===== src/rtl/rom_dl_router.sv =====
// ROM download router: decodes data_io byte writes into regions,
// packs byte pairs, queues words and drives a toggle-handshake SDRAM port.
module rom_dl_router #(
  parameter int NREG = 4,
  parameter int AW = 25,
  parameter int SAW = 23,
  parameter logic [NREG*AW-1:0] REG_BASE =
    {25'h20000, 25'h10000, 25'h07000, 25'h00000},
  parameter logic [NREG*AW-1:0] REG_END =
    {25'h30000, 25'h18000, 25'h10000, 25'h07000},
  parameter logic [NREG*SAW-1:0] REG_SDW =
    {23'h20000, 23'h10000, 23'h08000, 23'h00000},
  parameter int PACK = 1,
  parameter int DEPTH = 4,
  parameter logic [7:0] ROM_INDEX = 8'h00,
  parameter int HOLD = 1024
) (
  input  logic           clk_sys,
  input  logic           reset_n,
  input  logic           ioctl_download,
  input  logic [7:0]     ioctl_index,
  input  logic           ioctl_wr,
  input  logic [AW-1:0]  ioctl_addr,
  input  logic [7:0]     ioctl_dout,
  input  logic           user_reset,
  output logic           sd_req,
  input  logic           sd_ack,
  output logic [SAW-1:0] sd_a,
  output logic [1:0]     sd_ds,
  output logic [15:0]    sd_d,
  output logic           sd_we,
  output logic           rom_loaded,
  output logic           core_reset,
  output logic           overflow,
  output logic           unmapped
);

  localparam int RW = (NREG > 1) ? $clog2(NREG) : 1;
  localparam int PW = $clog2(DEPTH);
  localparam int EW = SAW + 18;
  localparam int HW = $clog2(HOLD + 2);

  localparam logic [0:0] ST_EMPTY = 1'b0;
  localparam logic [0:0] ST_EVEN  = 1'b1;

  logic           wr_d, dl_d, dl_active, busy;
  logic           stg_v;
  logic [AW-1:0]  stg_a;
  logic [7:0]     stg_b;
  logic [0:0]     state, state_nx;
  logic [AW-1:0]  held_a;
  logic [7:0]     held_b;
  logic [RW-1:0]  held_r;
  logic [SAW-1:0] held_w;
  logic           hit;
  logic [RW-1:0]  rsel;
  logic [SAW-1:0] word;
  logic           push, consume, hold_new, miss;
  logic [EW-1:0]  pdat;
  logic [EW-1:0]  mem [DEPTH];
  logic [PW:0]    wp, rp;
  logic           full, empty, push_ok, acked;
  logic           accept, dl_start, done, draining;
  logic [HW-1:0]  hold_cnt;

  assign accept = ioctl_wr & ~wr_d & ioctl_download &
                  (ioctl_index == ROM_INDEX);
  assign dl_start = ioctl_download & ~dl_d &
                    (ioctl_index == ROM_INDEX);

  assign empty = (wp == rp);
  assign full = (wp[PW] != rp[PW]) &&
                (wp[PW-1:0] == rp[PW-1:0]);
  assign push_ok = push & ~full;
  assign acked = (sd_req == sd_ack);

  // Loop runs high to low so the lowest matching region wins.
  always_comb begin
    hit = 1'b0;
    rsel = '0;
    for (int i = NREG - 1; i >= 0; i--) begin
      if (stg_a >= REG_BASE[i*AW +: AW] &&
          stg_a < REG_END[i*AW +: AW]) begin
        hit = 1'b1;
        rsel = RW'(i);
      end
    end
    word = REG_SDW[rsel*SAW +: SAW] +
           SAW'((stg_a - REG_BASE[rsel*AW +: AW]) >> 1);
  end

  always_comb begin
    push = 1'b0;
    pdat = '0;
    consume = 1'b0;
    hold_new = 1'b0;
    miss = 1'b0;
    state_nx = state;
    if (PACK == 0) begin
      if (stg_v) begin
        consume = 1'b1;
        if (hit) begin
          push = 1'b1;
          pdat = {word, stg_a[0], ~stg_a[0], stg_b, stg_b};
        end else begin
          miss = 1'b1;
        end
      end
    end else if (state == ST_EMPTY) begin
      if (stg_v) begin
        consume = 1'b1;
        if (!hit) begin
          miss = 1'b1;
        end else if (!stg_a[0]) begin
          hold_new = 1'b1;
          state_nx = ST_EVEN;
        end else begin
          push = 1'b1;
          pdat = {word, 2'b10, stg_b, stg_b};
        end
      end
    end else begin
      if (stg_v && hit && rsel == held_r &&
          stg_a == held_a + 1'b1) begin
        consume = 1'b1;
        push = 1'b1;
        pdat = {held_w, 2'b11, stg_b, held_b};
        state_nx = ST_EMPTY;
      end else if (stg_v || !ioctl_download) begin
        // Stage stays valid: the new byte is re-decoded next cycle.
        push = 1'b1;
        pdat = {held_w, 2'b01, held_b, held_b};
        state_nx = ST_EMPTY;
      end
    end
  end

  assign draining = stg_v | (state != ST_EMPTY) | ~empty | busy;
  assign done = dl_active & ~ioctl_download & ~dl_d & ~draining &
                acked;

  always_ff @(posedge clk_sys) begin
    if (push_ok) mem[wp[PW-1:0]] <= pdat;
  end

  always_ff @(posedge clk_sys or negedge reset_n) begin
    if (!reset_n) begin
      wr_d <= 1'b0;
      dl_d <= 1'b0;
      dl_active <= 1'b0;
      busy <= 1'b0;
      stg_v <= 1'b0;
      stg_a <= '0;
      stg_b <= '0;
      state <= ST_EMPTY;
      held_a <= '0;
      held_b <= '0;
      held_r <= '0;
      held_w <= '0;
      wp <= '0;
      rp <= '0;
      sd_req <= 1'b0;
      sd_a <= '0;
      sd_ds <= '0;
      sd_d <= '0;
      sd_we <= 1'b0;
      rom_loaded <= 1'b0;
      overflow <= 1'b0;
      unmapped <= 1'b0;
      hold_cnt <= HW'(HOLD);
    end else begin
      wr_d <= ioctl_wr;
      dl_d <= ioctl_download;
      if (accept) begin
        stg_v <= 1'b1;
        stg_a <= ioctl_addr;
        stg_b <= ioctl_dout;
      end else if (consume) begin
        stg_v <= 1'b0;
      end
      state <= state_nx;
      if (hold_new) begin
        held_a <= stg_a;
        held_b <= stg_b;
        held_r <= rsel;
        held_w <= word;
      end
      if (push_ok) wp <= wp + 1'b1;
      if (!busy && !empty && acked) begin
        {sd_a, sd_ds, sd_d} <= mem[rp[PW-1:0]];
        sd_req <= ~sd_req;
        busy <= 1'b1;
      end else if (busy && acked) begin
        rp <= rp + 1'b1;
        busy <= 1'b0;
      end
      if (dl_start) begin
        overflow <= 1'b0;
        unmapped <= 1'b0;
        rom_loaded <= 1'b0;
        dl_active <= 1'b1;
      end else begin
        if (push && full) overflow <= 1'b1;
        if (miss) unmapped <= 1'b1;
        if (done) begin
          rom_loaded <= 1'b1;
          dl_active <= 1'b0;
        end
      end
      sd_we <= ioctl_download | (sd_we & draining);
      // Reloading while held covers both the load and user-reset fall cases.
      if (user_reset || !rom_loaded) hold_cnt <= HW'(HOLD);
      else if (hold_cnt != '0) hold_cnt <= hold_cnt - 1'b1;
    end
  end

  assign core_reset = user_reset | ~rom_loaded | (hold_cnt != '0);

endmodule

===== config.mk =====
export PLATFORM = sky130hd
export DESIGN_NAME = rom_dl_router
export DESIGN_NICKNAME = d
export VERILOG_FILES = /design/src/rtl/rom_dl_router.sv
export SDC_FILE = /design/constraint.sdc
export NUM_CORES = 1
export LEC_CHECK = 0
export BUFFER_PORTS_ARGS = -buffer_cell sky130_fd_sc_hd__buf_4
export CORE_MARGIN = 2
export CORE_UTILIZATION = 45
export CTS_CLUSTER_SIZE = 14
export DETAILED_ROUTE_END_ITERATION = 10
export GPL_TIMING_DRIVEN = 0
export SLEW_MARGIN = 20
export SYNTH_ARGS = -nofsm -noshare
export SYNTH_HDL_FRONTEND = slang
export SYNTH_SLANG_ARGS = --single-unit

===== constraint.sdc =====
create_clock -name clk_sys -period 8.73 [get_ports clk_sys]
set_clock_uncertainty 0.15 [all_clocks]
set_input_delay 0.873 -clock clk_sys [delete_from_list [all_inputs] [get_ports clk_sys]]
set_output_delay 0.873 -clock clk_sys [all_outputs]
set_load 0.02 [all_outputs]

==> summary.txt, run 1 <==
Outcome
  • Status: complete, no violations

STA
  • Hold Slack: 0.233 ns
  • Final Hold Fails: 0
  • RSZ-0062 raised after global routing: false
  • Worst slew pin tran: 0.972 ns
  • Setup ws final: 3.70 ns
  • TNS Setup: 0 ns
  • Fmax: 199 MHz
  • Final period util: 57.6%
  • Final setup fails: 0
  • Slew headroom: 35.2%
  • Fin crit period: 5.03 ns
  • Slew Limit Fails: 0

Clock network
  • Worst skew pair latency: 0.52 ns
  • H-tree levels: 2
  • Root buffer cell: clkbuf_16
  • Clock-pin slew of the registers on the worst-case setup and hold paths: 0.06 ns
  • CTS buffer count: 36
  • Post-CTS Setup Inserts: 0
  • CTS tree: yes
  • CTS max path bufs: 3
  • Sinks on Clock Net: 322
  • Hold_buf cts: 0
  • Post-cts sizing count: 0

Synthesis
  • Synthesized instance count: 1014
  • Number of synthesized flops with an enable pin: 164
  • Top cells by area, synth: edfxtp_1, dfrtp_1, mux4_2
  • Top-area cell type share of the netlist area: 35.1%
  • Syn Area/Cell: 13.8 sq um
  • Mapped Nets: 1077
  • Synth unique cells: 71
  • Ys flop type: edfxtp_1
  • Async set-or-reset flop fraction in the synthesized netlist: 49.1%
  • Seq cells post-synth: 322
  • Sequential share of the synthesized area: 63.2%
  • Cell area after synthesis: 14000 sq um
  • Area leader, netlist: edfxtp_1
  • YS warnings: 0

Power and ir drop
  • Worst ir drop on vdd: 0.124 mV
  • PwrDens: 269 nW/um^2
  • LEAKAGE: 6.78 nW
  • Total Power: 4.43 mW

GRT
  • Largest net degree at the start of global routing: 90
  • GR Util All Layers: 19.2%
  • Total grt overflow: 0
  • Vias in the first global route: 8691
  • Initial antenna violation count: 0
  • First-pass GRT wire length: 49000 microns

Critical path
  • Crit-path slowest cell: o21ai_0
  • Crit Path Class: reg -> reg
  • Worst r2r path cells: 15
  • Delay-heaviest family, CP: compound AO/OA/AOI/OAI gates
  • Max stage delay on crit path: 0.58 ns
  • Critical Path Start Type: register
  • Critical path required time: 8.80 ns
  • Buf/Inv on CP: 1
  • CP endpoint kind: register
  • Critical Path AT: 5.10 ns
  • Worst R2R End: mem[0][40]
  • FF-to-FF Start: stg_a[19]
  • Crit path cell chain: buf_6 > or4_4 > nor3_4 > o21ai_0 > ha_1 > o21a_1 > o21ai_0 > a21boi_0 > o21a_1 > or3_1 > nand2_1 > ha_1 > a21oi_1 > nand3b_1 > o21ai_0
  • R2r setup slk: 3.70 ns
  • Most frequent CP cell: o21ai_0
  • Largest fanout on the critical path: 7

Floorplan
  • FP Rows: 64
  • IO Pins: 94
  • Full die area: 32600 sq um
  • CORE AREA: 30700 sq um
  • Die width: 181 microns
  • Starting Density: 45.8%
  • Die Ht: 181 microns

Finish
  • Layout cells sized above 1: 24.4%
  • Diode count: 0
  • Fin nets: 1209
  • Fillcell total: 2604
  • Final core utilization: 53.7%
  • Fin cells: 1570
  • Syn-to-layout area delta: 17.3%
  • Reg area: 8880 sq um
  • Post-route cell area: 16500 sq um
  • Area of the multi-input gates: 4850 sq um

Flow run
  • Max-cap violations: 0

Place
  • Port Buffer Count: 93
  • Routability cong.: 0.907
  • Post-place setup slack: 3.75 ns
  • Placed Area: 15300 sq um
  • Cell Count Post-Placement: 1504
  • Detail Placement HPWL: 20700 microns

Route
  • Post-route ant nets: 0
  • Drt first-iter violations: 604
  • Wire per inst: 19.5 microns
  • Via density: 5.51
  • Routed via count: 8657
  • 1st-pass router iterations: 5
  • # DRC: 0
  • Total wire length: 30700 microns

Worst hold path
  • Worst hold path type: in -> async
==> logic make-up (layout without fill, tap and decap cells) <==
logic type	count (synthesis)	after routing	synth area share [%]
buffers and inverters	79	239	2.30
AOI/OAI and AO/OA	123	123	5.99
DFF	322	322	63.2
xor gates and xnor gates	52	52	3.45
and+or+nand+nor	300	300	10.5
muxes	122	122	13.1
adders and majority gates	16	16	1.48
==> cell usage in the layout (no fill, tap or decap), types with 15 or more instances in the layout <==
cell type,count
a21oi_1,26
a22o_1,15
and2_1,16
buf_4,94
clkbuf_1,43
clkbuf_16,38
dfrtp_1,157
edfxtp_1,164
ha_1,15
inv_1,30
mux2_2,79
mux4_2,41
nand2_1,138
nor2_1,46
nor4_1,18
o21ai_0,25
xnor2_1,28
xor2_1,22
==> metal layers <==
metal	routed length, microns	GRT usage, %	vias up
li1	-	-	4031
met3	1760	3.64	51
met5	0	0	-
met4	668	5.06	0
met1	14300	28.1	4319
met2	13900	29.6	256
==> area by class of cell <==
class	instances	share of cell area, %
well taps	396	3.01
plain buffers	49	1.28
multi-input cells	613	29.5
repair buffers	94	4.45
flip-flops and latches	322	53.9
inverters	30	0.684
clock buffers	49	6.27
clock inverters	17	0.897
==> cells in the mapped netlist, types with 3 or more instances <==
library cell / n
and2_1: 20
a22o_1: 15
inv_1: 30
edfxtp_1: 164
a22oi_1: 11
mux4_2: 41
a211o_1: 4
clkbuf_1: 36
o211ai_1: 4
xnor2_1: 28
nand4_1: 10
nor3b_1: 3
nor4_1: 18
nor3_1: 12
a21o_1: 4
nor2_1: 46
a2111oi_0: 3
nand2b_1: 5
nor2b_1: 4
mux2_2: 79
nand3_1: 11
a21boi_0: 3
ha_1: 15
nand2_1: 138
o21a_1: 3
buf_2: 3
or4_1: 4
o31ai_1: 3
o21ai_0: 26
and4_1: 5
xor2_1: 22
buf_1: 6
dfrtp_1: 157
a21oi_1: 26
and3_1: 7
==> where the power goes <==
group | leakage (nW) | internal (mW) | switching, mW
Combinational | 2.71 | 0.562 | 0.556
Sequential | 3.50 | 1.73 | 0.0949
Clock | 0.571 | 0.891 | 0.589
Total | 6.78 | 3.19 | 1.24
==> state kept, by name, indices dropped and copies added, names as in the netlist, 2 cells and up <==
register  flops
held_a       25
held_b        8
held_r        2
held_w       21
hold_cnt     11
mem         164
rp            3
sd_a         23
sd_d         16
sd_ds         2
stg_a        25
stg_b         8
wp            3
==> worst max-delay path by stage <==
stage | startpoint | end | slack (ns) | cells after the start
2_1_floorplan | stg_a[19] | mem[0][36] | 4.41 | 16
3_3_place_gp | stg_a[19] | mem[0][40] | 3.77 | 15
3_5_place_dp | stg_a[19] | mem[0][40] | 3.75 | 15
4_1_cts | stg_a[19] | mem[0][40] | 3.72 | 15
5_1_grt | stg_a[19] | mem[1][40] | 3.33 | 15
6_report | stg_a[19] | mem[0][40] | 3.70 | 15
Power figures use the tool's default switching activity.
==> run 2, diff against run 1 <==
clock period = 4.97 ns   (was 8.73 ns; I/O delays follow)
==> summary.txt, run 2 (synthesis gave the netlist of run 1 again) <==
STA
  • Fmax: 215 MHz (+8.3%)
  • Slew Limit Fails: 0 (unchanged)
  • Hold Slack: 0.0647 ns (-0.168 ns)
  • Slew headroom: 36.3% (+1.1 points)
  • Setup ws final: 0.327 ns (-3.37 ns)
  • RSZ-0062 raised after global routing: false
  • TNS Setup: 0 ns (unchanged)
  • Worst slew pin tran: 0.956 ns (-0.0166 ns)
  • Final setup fails: 0 (unchanged)
  • Final Hold Fails: 0 (unchanged)
  • Final period util: 93.4% (+36 points)
  • Fin crit period: 4.64 ns (-0.386 ns)

Critical path
  • Max stage delay on crit path: 0.56 ns (-0.02 ns)
  • Critical Path Start Type: register
  • Largest fanout on the critical path: 7 (unchanged)
  • CP endpoint kind: register
  • Critical path required time: 5.04 ns (-3.76 ns)
  • Crit Path Class: reg -> reg
  • Crit path cell chain: buf_6 > or4_4 > nor3_4 > o21ai_1 > ha_1 > o21a_1 > o21ai_0 > a21boi_0 > o21a_1 > or3_1 > nand2_1 > ha_1 > a21o_1 > o41ai_1
  • Critical Path AT: 4.71 ns (-0.39 ns)
  • Crit-path slowest cell: or4_4

Route
  • Drt first-iter violations: 568 (-6.0%)
  • Wire per inst: 19.5 microns (-0.33%)
  • Post-route ant nets: 0 (unchanged)
  • Total wire length: 30600 microns (-0.14%)
  • Via density: 5.48 (-0.59%)
  • Routed via count: 8622 (-0.40%)
  • # DRC: 0 (unchanged)
  • 1st-pass router iterations: 5 (unchanged)

Power and ir drop
  • Psw: 2.18 mW (+76%)
  • LEAKAGE: 6.80 nW (+0.30%)
  • PwrDens: 471 nW/um^2 (+75%)
  • Int Pwr: 5.60 mW (+76%)
  • Logic gate share of total power: 25.3% (about the same)
  • Seq pwr share: 41.3% (about the same)
  • Clk pwr share: 33.4% (about the same)
  • Total Power: 7.78 mW (+76%)
  • Worst ir drop on vdd: 0.218 mV (+76%)
  • Sw Share: 28.0% (about the same)

Clock network
  • CTS max path bufs: 3 (unchanged)
  • Clock-pin slew of the registers on the worst-case setup and hold paths: 0.05 ns (about the same)
  • H-tree levels: 2 (unchanged)
  • Post-CTS Setup Inserts: 0 (unchanged)
  • CTS buffer count: 36 (unchanged)
  • CTS tree: yes
  • Sinks on Clock Net: 322 (unchanged)
  • Root buffer cell: clkbuf_16
  • Worst skew pair latency: 0.52 ns (about the same)

Finish
  • Commonest non-fill, non-tap cells in the layout: edfxtp_1, dfrtp_1, nand2_1, buf_4, mux2_2
  • Layout cells sized above 1: 24.6% (+0.19 points)
  • Final core utilization: 53.8% (+0.15 points)
  • Fin cells: 1573 (+0.19%)
  • Fin nets: 1212 (+0.25%)
  • Diode count: 0 (unchanged)
  • Most common cell after layout, fill and taps aside: edfxtp_1
  • Syn-to-layout area delta: 17.6%
  • Max reg flops: 164 (unchanged)
  • Post-route cell area: 16500 sq um (+0.27%)

GRT
  • Vias in the first global route: 8712 (+0.24%)
  • Largest net degree at the start of global routing: 90 (unchanged)
  • Initial antenna violation count: 0 (unchanged)
  • GR Util All Layers: 19.2% (+0.031 points)
  • First-pass GRT wire length: 49100 microns (+0.18%)
  • Total grt overflow: 0 (unchanged)

Place
  • Routability cong.: 0.907 (unchanged)
  • Placed Area: 15300 sq um (unchanged)
  • Post-place setup slack: -0.00869 ns (-3.76 ns)
  • Detail Placement HPWL: 20700 microns (unchanged)
  • Cell Count Post-Placement: 1504 (unchanged)
  • Port Buffer Count: 93 (unchanged)

Floorplan
  • CORE AREA: 30700 sq um (unchanged)
  • FP Rows: 64 (unchanged)
  • Starting Density: 45.8% (unchanged)
  • Die width: 181 microns (unchanged)
  • Die Ht: 181 microns (unchanged)
  • IO Pins: 94 (unchanged)
  • Full die area: 32600 sq um (unchanged)

Worst hold path
  • Worst hold path type: in -> reg

Flow run
  • Max-cap violations: 0 (unchanged)

Outcome
  • Status: complete, no violations
-- run 2: worst max-delay path: cells and delay by family (launching register included) --
kind | cells | cell delay, ns
AO/OA/AOI/OAI | 7 | 1.77
buffers and inverters | 1 | 0.14
adder cells (fa/ha/maj) | 2 | 0.63
AND/OR/NAND/NOR | 4 | 1.28
flip-flops | 1 | 0.37
-- run 2: path summary, 6_finish.rpt --
path                           startpoint           to  slack, ns  cells after the start
setup reg to reg                stg_a[19]   mem[1][37]       0.33                     14
max in group asynchronous         reset_n    held_w[2]       3.39                      3
hold / removal             ioctl_addr[16]    stg_a[16]       0.06                      2
hold reg to reg                 held_w[2]    held_w[2]       0.32                      2
setup / recovery                stg_a[19]   mem[1][37]       0.33                     14
min in group asynchronous         reset_n  hold_cnt[0]       0.45                      2
-- run 2: power groups by stage --
| stage | clock network [mW] | registers (mW) | logic (mW) |
|---|---|---|---|
| after global routing | 2.77 | 3.25 | 2.15 |
| after global placement | 0 | 3.26 | 1.97 |
| after floorplan | 0 | 3.45 | 1.15 |
| after CTS | 2.66 | 3.22 | 2.01 |
| after detailed placement | 0 | 3.27 | 2.00 |
| final | 2.60 | 3.21 | 1.97 |
-- run 2: layer usage --
metal	global-route usage, %	vias up	wire (microns)
met5	0	-	0
met3	3.60	51	1680
li1	-	4048	-
met1	28.1	4286	14400
met2	29.7	237	13900
met4	5.06	0	642
-- run 2: final cells by class --
cell class              instances  area [sq um]
plain buffers                  49           210
clock buffers                  49          1030
clock inverters                17           148
fillers                      2600         14200
inverters                      30           113
multi-input cells             613          4870
flip-flops and latches        322          8880
well taps                     396           495
repair buffers                 97           763
-- run 2: what timing repair did --
item / in CTS / in global routing
endpoints found under the hold margin: 89 / 0
pin swaps: 0 / 0
hold buffers: 3 / 0
gates cloned: 0 / 0
setup endpoints to repair: 8 / 20
gates resized for setup: 2 / 4
==> run 3, diff against run 2 <==
BUFFER_PORTS_ARGS = unset   (was -buffer_cell sky130_fd_sc_hd__buf_4)
DONT_BUFFER_PORTS = 1   (was unset)
==> summary.txt, run 3 (synthesis gave the netlist of run 1 again) <==
Outcome
  • Status: complete, no violations

Finish
  • Diode count: 0 (unchanged)
  • Fin nets: 1153 (-4.9%)
  • Layout cells sized above 1: 17.9% (-6.8 points)
  • Final core utilization: 52.5% (-1.3 points)
  • Syn-to-layout area delta: 14.7%
  • Fillcell total: 2576 (-0.92%)
  • Post-route cell area: 16100 sq um (-2.4%)
  • Commonest non-fill, non-tap cells in the layout: edfxtp_1, dfrtp_1, nand2_1, mux2_2, clkbuf_1
  • Most common cell after layout, fill and taps aside: edfxtp_1
  • Fin cells: 1515 (-3.7%)
  • Max reg flops: 164 (unchanged)

STA
  • Slew headroom: 35.6% (-0.71 points)
  • Setup ws final: 0.332 ns (+0.00551 ns)
  • Final setup fails: 0 (unchanged)
  • Final Hold Fails: 0 (unchanged)
  • Final period util: 93.3% (-0.11 points)
  • RSZ-0062 raised after global routing: false
  • Worst slew pin tran: 0.966 ns (+0.0106 ns)
  • Fmax: 216 MHz (+0.12%)
  • Slew Limit Fails: 0 (unchanged)
  • Fin crit period: 4.64 ns (-0.00551 ns)

Power and ir drop
  • Psw: 2.15 mW (-1.1%)
  • Logic gate share of total power: 19.5% (-5.8 points)
  • Sw Share: 28.8% (+0.83 points)
  • Seq pwr share: 46.4% (+5.1 points)
  • PwrDens: 464 nW/um^2 (-1.5%)
  • Total Power: 7.47 mW (-3.9%)
  • Int Pwr: 5.32 mW (-5.0%)
  • Worst ir drop on vdd: 0.296 mV (+36%)
  • LEAKAGE: 6.48 nW (-4.7%)
  • Clk pwr share: 34.1% (+0.7 points)

Clock network
  • Clock-pin slew of the registers on the worst-case setup and hold paths: 0.06 ns (about the same)
  • Post-CTS Setup Inserts: 0 (unchanged)
  • Sinks on Clock Net: 322 (unchanged)
  • H-tree levels: 2 (unchanged)
  • CTS tree: yes
  • CTS max path bufs: 3 (unchanged)
  • CTS buffer count: 37 (+2.8%)
  • Root buffer cell: clkbuf_16
  • Worst skew pair latency: 0.51 ns (about the same)

Critical path
  • Delay-heaviest family, CP: compound AO/OA/AOI/OAI gates
  • Critical Path Start Type: register
  • Largest fanout on the critical path: 7 (unchanged)
  • CP endpoint kind: register
  • Crit-path slowest cell: or4_4
  • FF-to-FF Start: stg_a[19]
  • Buf/Inv on CP: 1 (unchanged)
  • Crit path cell chain: buf_6 > or4_4 > nor3_4 > o21ai_1 > ha_1 > o21a_1 > o21ai_0 > a21boi_0 > o21a_1 > or3_1 > nand2_1 > ha_1 > a21oi_2 > xnor2_1 > xnor2_1 > a22o_1
  • Critical Path AT: 4.73 ns (+0.02 ns)
  • Crit Path Class: reg -> reg
  • Max stage delay on crit path: 0.56 ns (about the same)
  • Critical path required time: 5.06 ns (+0.02 ns)
  • CP startpoint: stg_a[19]

Route
  • Wire per inst: 20.2 microns (+3.6%)
  • Total wire length: 30500 microns (-0.26%)
  • # DRC: 0 (unchanged)
  • Via density: 5.54 (+1.1%)
  • Post-route ant nets: 0 (unchanged)
  • Routed via count: 8393 (-2.7%)
  • Drt first-iter violations: 633 (+11%)
  • 1st-pass router iterations: 5 (unchanged)

Place
  • Cell Count Post-Placement: 1410 (-6.3%)
  • Port Buffer Count: 0 (-100%)
  • Detail Placement HPWL: 20200 microns (-2.3%)
  • Post-place setup slack: -0.0146 ns (-0.00591 ns)
  • Placed Area: 14600 sq um (-4.8%)
  • Routability cong.: 0.855 (-5.8%)

Worst hold path
  • Worst hold path type: in -> reg
  • Worst hold start: user_reset

Floorplan
  • Full die area: 32600 sq um (unchanged)
  • IO Pins: 94 (unchanged)
  • CORE AREA: 30700 sq um (unchanged)
  • FP Rows: 64 (unchanged)
  • Starting Density: 45.8% (unchanged)
  • Die width: 181 microns (unchanged)
  • Die Ht: 181 microns (unchanged)

GRT
  • First-pass GRT wire length: 48800 microns (-0.56%)
  • Initial antenna violation count: 0 (unchanged)
  • Largest net degree at the start of global routing: 159 (+77%)
  • Vias in the first global route: 8487 (-2.6%)
  • Total grt overflow: 0 (unchanged)
  • GR Util All Layers: 19.1% (-0.16 points)

Flow run
  • Max-cap violations: 0 (unchanged)
run 3: cell count changes in the layout (fill, tap and decap cells not counted), sizes merged:
| cell | change |
|---|---|
| clkbuf | +2 |
| clkinvlp | +1 |
| dlygate4sd3 | +33 |
| bufinv | -1 |
| buf | -93 |
run 3: routing by layer:
layer	wire length (microns)	track usage, %	part of all wire, %
met4	442	4.52	1.4
met1	14300	28.2	47
met2	14200	29.6	47
met5	0	0	0
met3	1570	3.17	5.1
run 3: path summary, 6_finish.rpt:
| path | endpoint | slack [ns] | cells after the start |
|---|---|---|---|
| max | mem[1][36] | 0.33 | 16 |
| max reg2reg | mem[1][36] | 0.33 | 16 |
| min in group asynchronous | hold_cnt[0] | 0.48 | 2 |
| max in group asynchronous | held_a[4] | 3.54 | 2 |
| min reg2reg | held_w[4] | 0.33 | 2 |
| min | hold_cnt[8] | 0.05 | 2 |
run 3: final cells by class:
cell class / count / area, sq um / area share (%)
clock buffers: 51 / 1030 / 6.40
repair buffers: 37 / 388 / 2.41
multi-input cells: 613 / 4870 / 30.3
plain buffers: 49 / 210 / 1.31
clock inverters: 17 / 116 / 0.723
flip-flops and latches: 322 / 8880 / 55.1
well taps: 396 / 495 / 3.08
inverters: 30 / 113 / 0.699
run 3: power by group through the flow:
stage	clock network [mW]	logic [mW]	registers, mW
final	2.55	1.46	3.46
after global routing	2.71	1.62	3.50
after CTS	2.61	1.49	3.47
after detailed placement	0	1.43	3.52
after global placement	0	1.40	3.52
after floorplan	0	1.15	3.45
run 3: what timing repair did:
| item | in CTS | in global routing |
|---|---|---|
| pin swaps | 0 | 0 |
| hold buffers | 37 | 0 |
| resized for setup | 1 | 6 |
| endpoints found under the setup margin | 4 | 16 |
| hold endpoints to repair | 195 | 0 |
run 3: stage by stage:
step / TNS (ns) / hold WS, ns
6_report: 0 / 0.0528
5_1_grt: 0 / 0.0644
4_1_cts: 0 / 0.0408
3_5_place_dp: -0.0582 / 0.0603
3_3_place_gp: 0 / 0.0598
2_1_floorplan: 0 / 0.0514
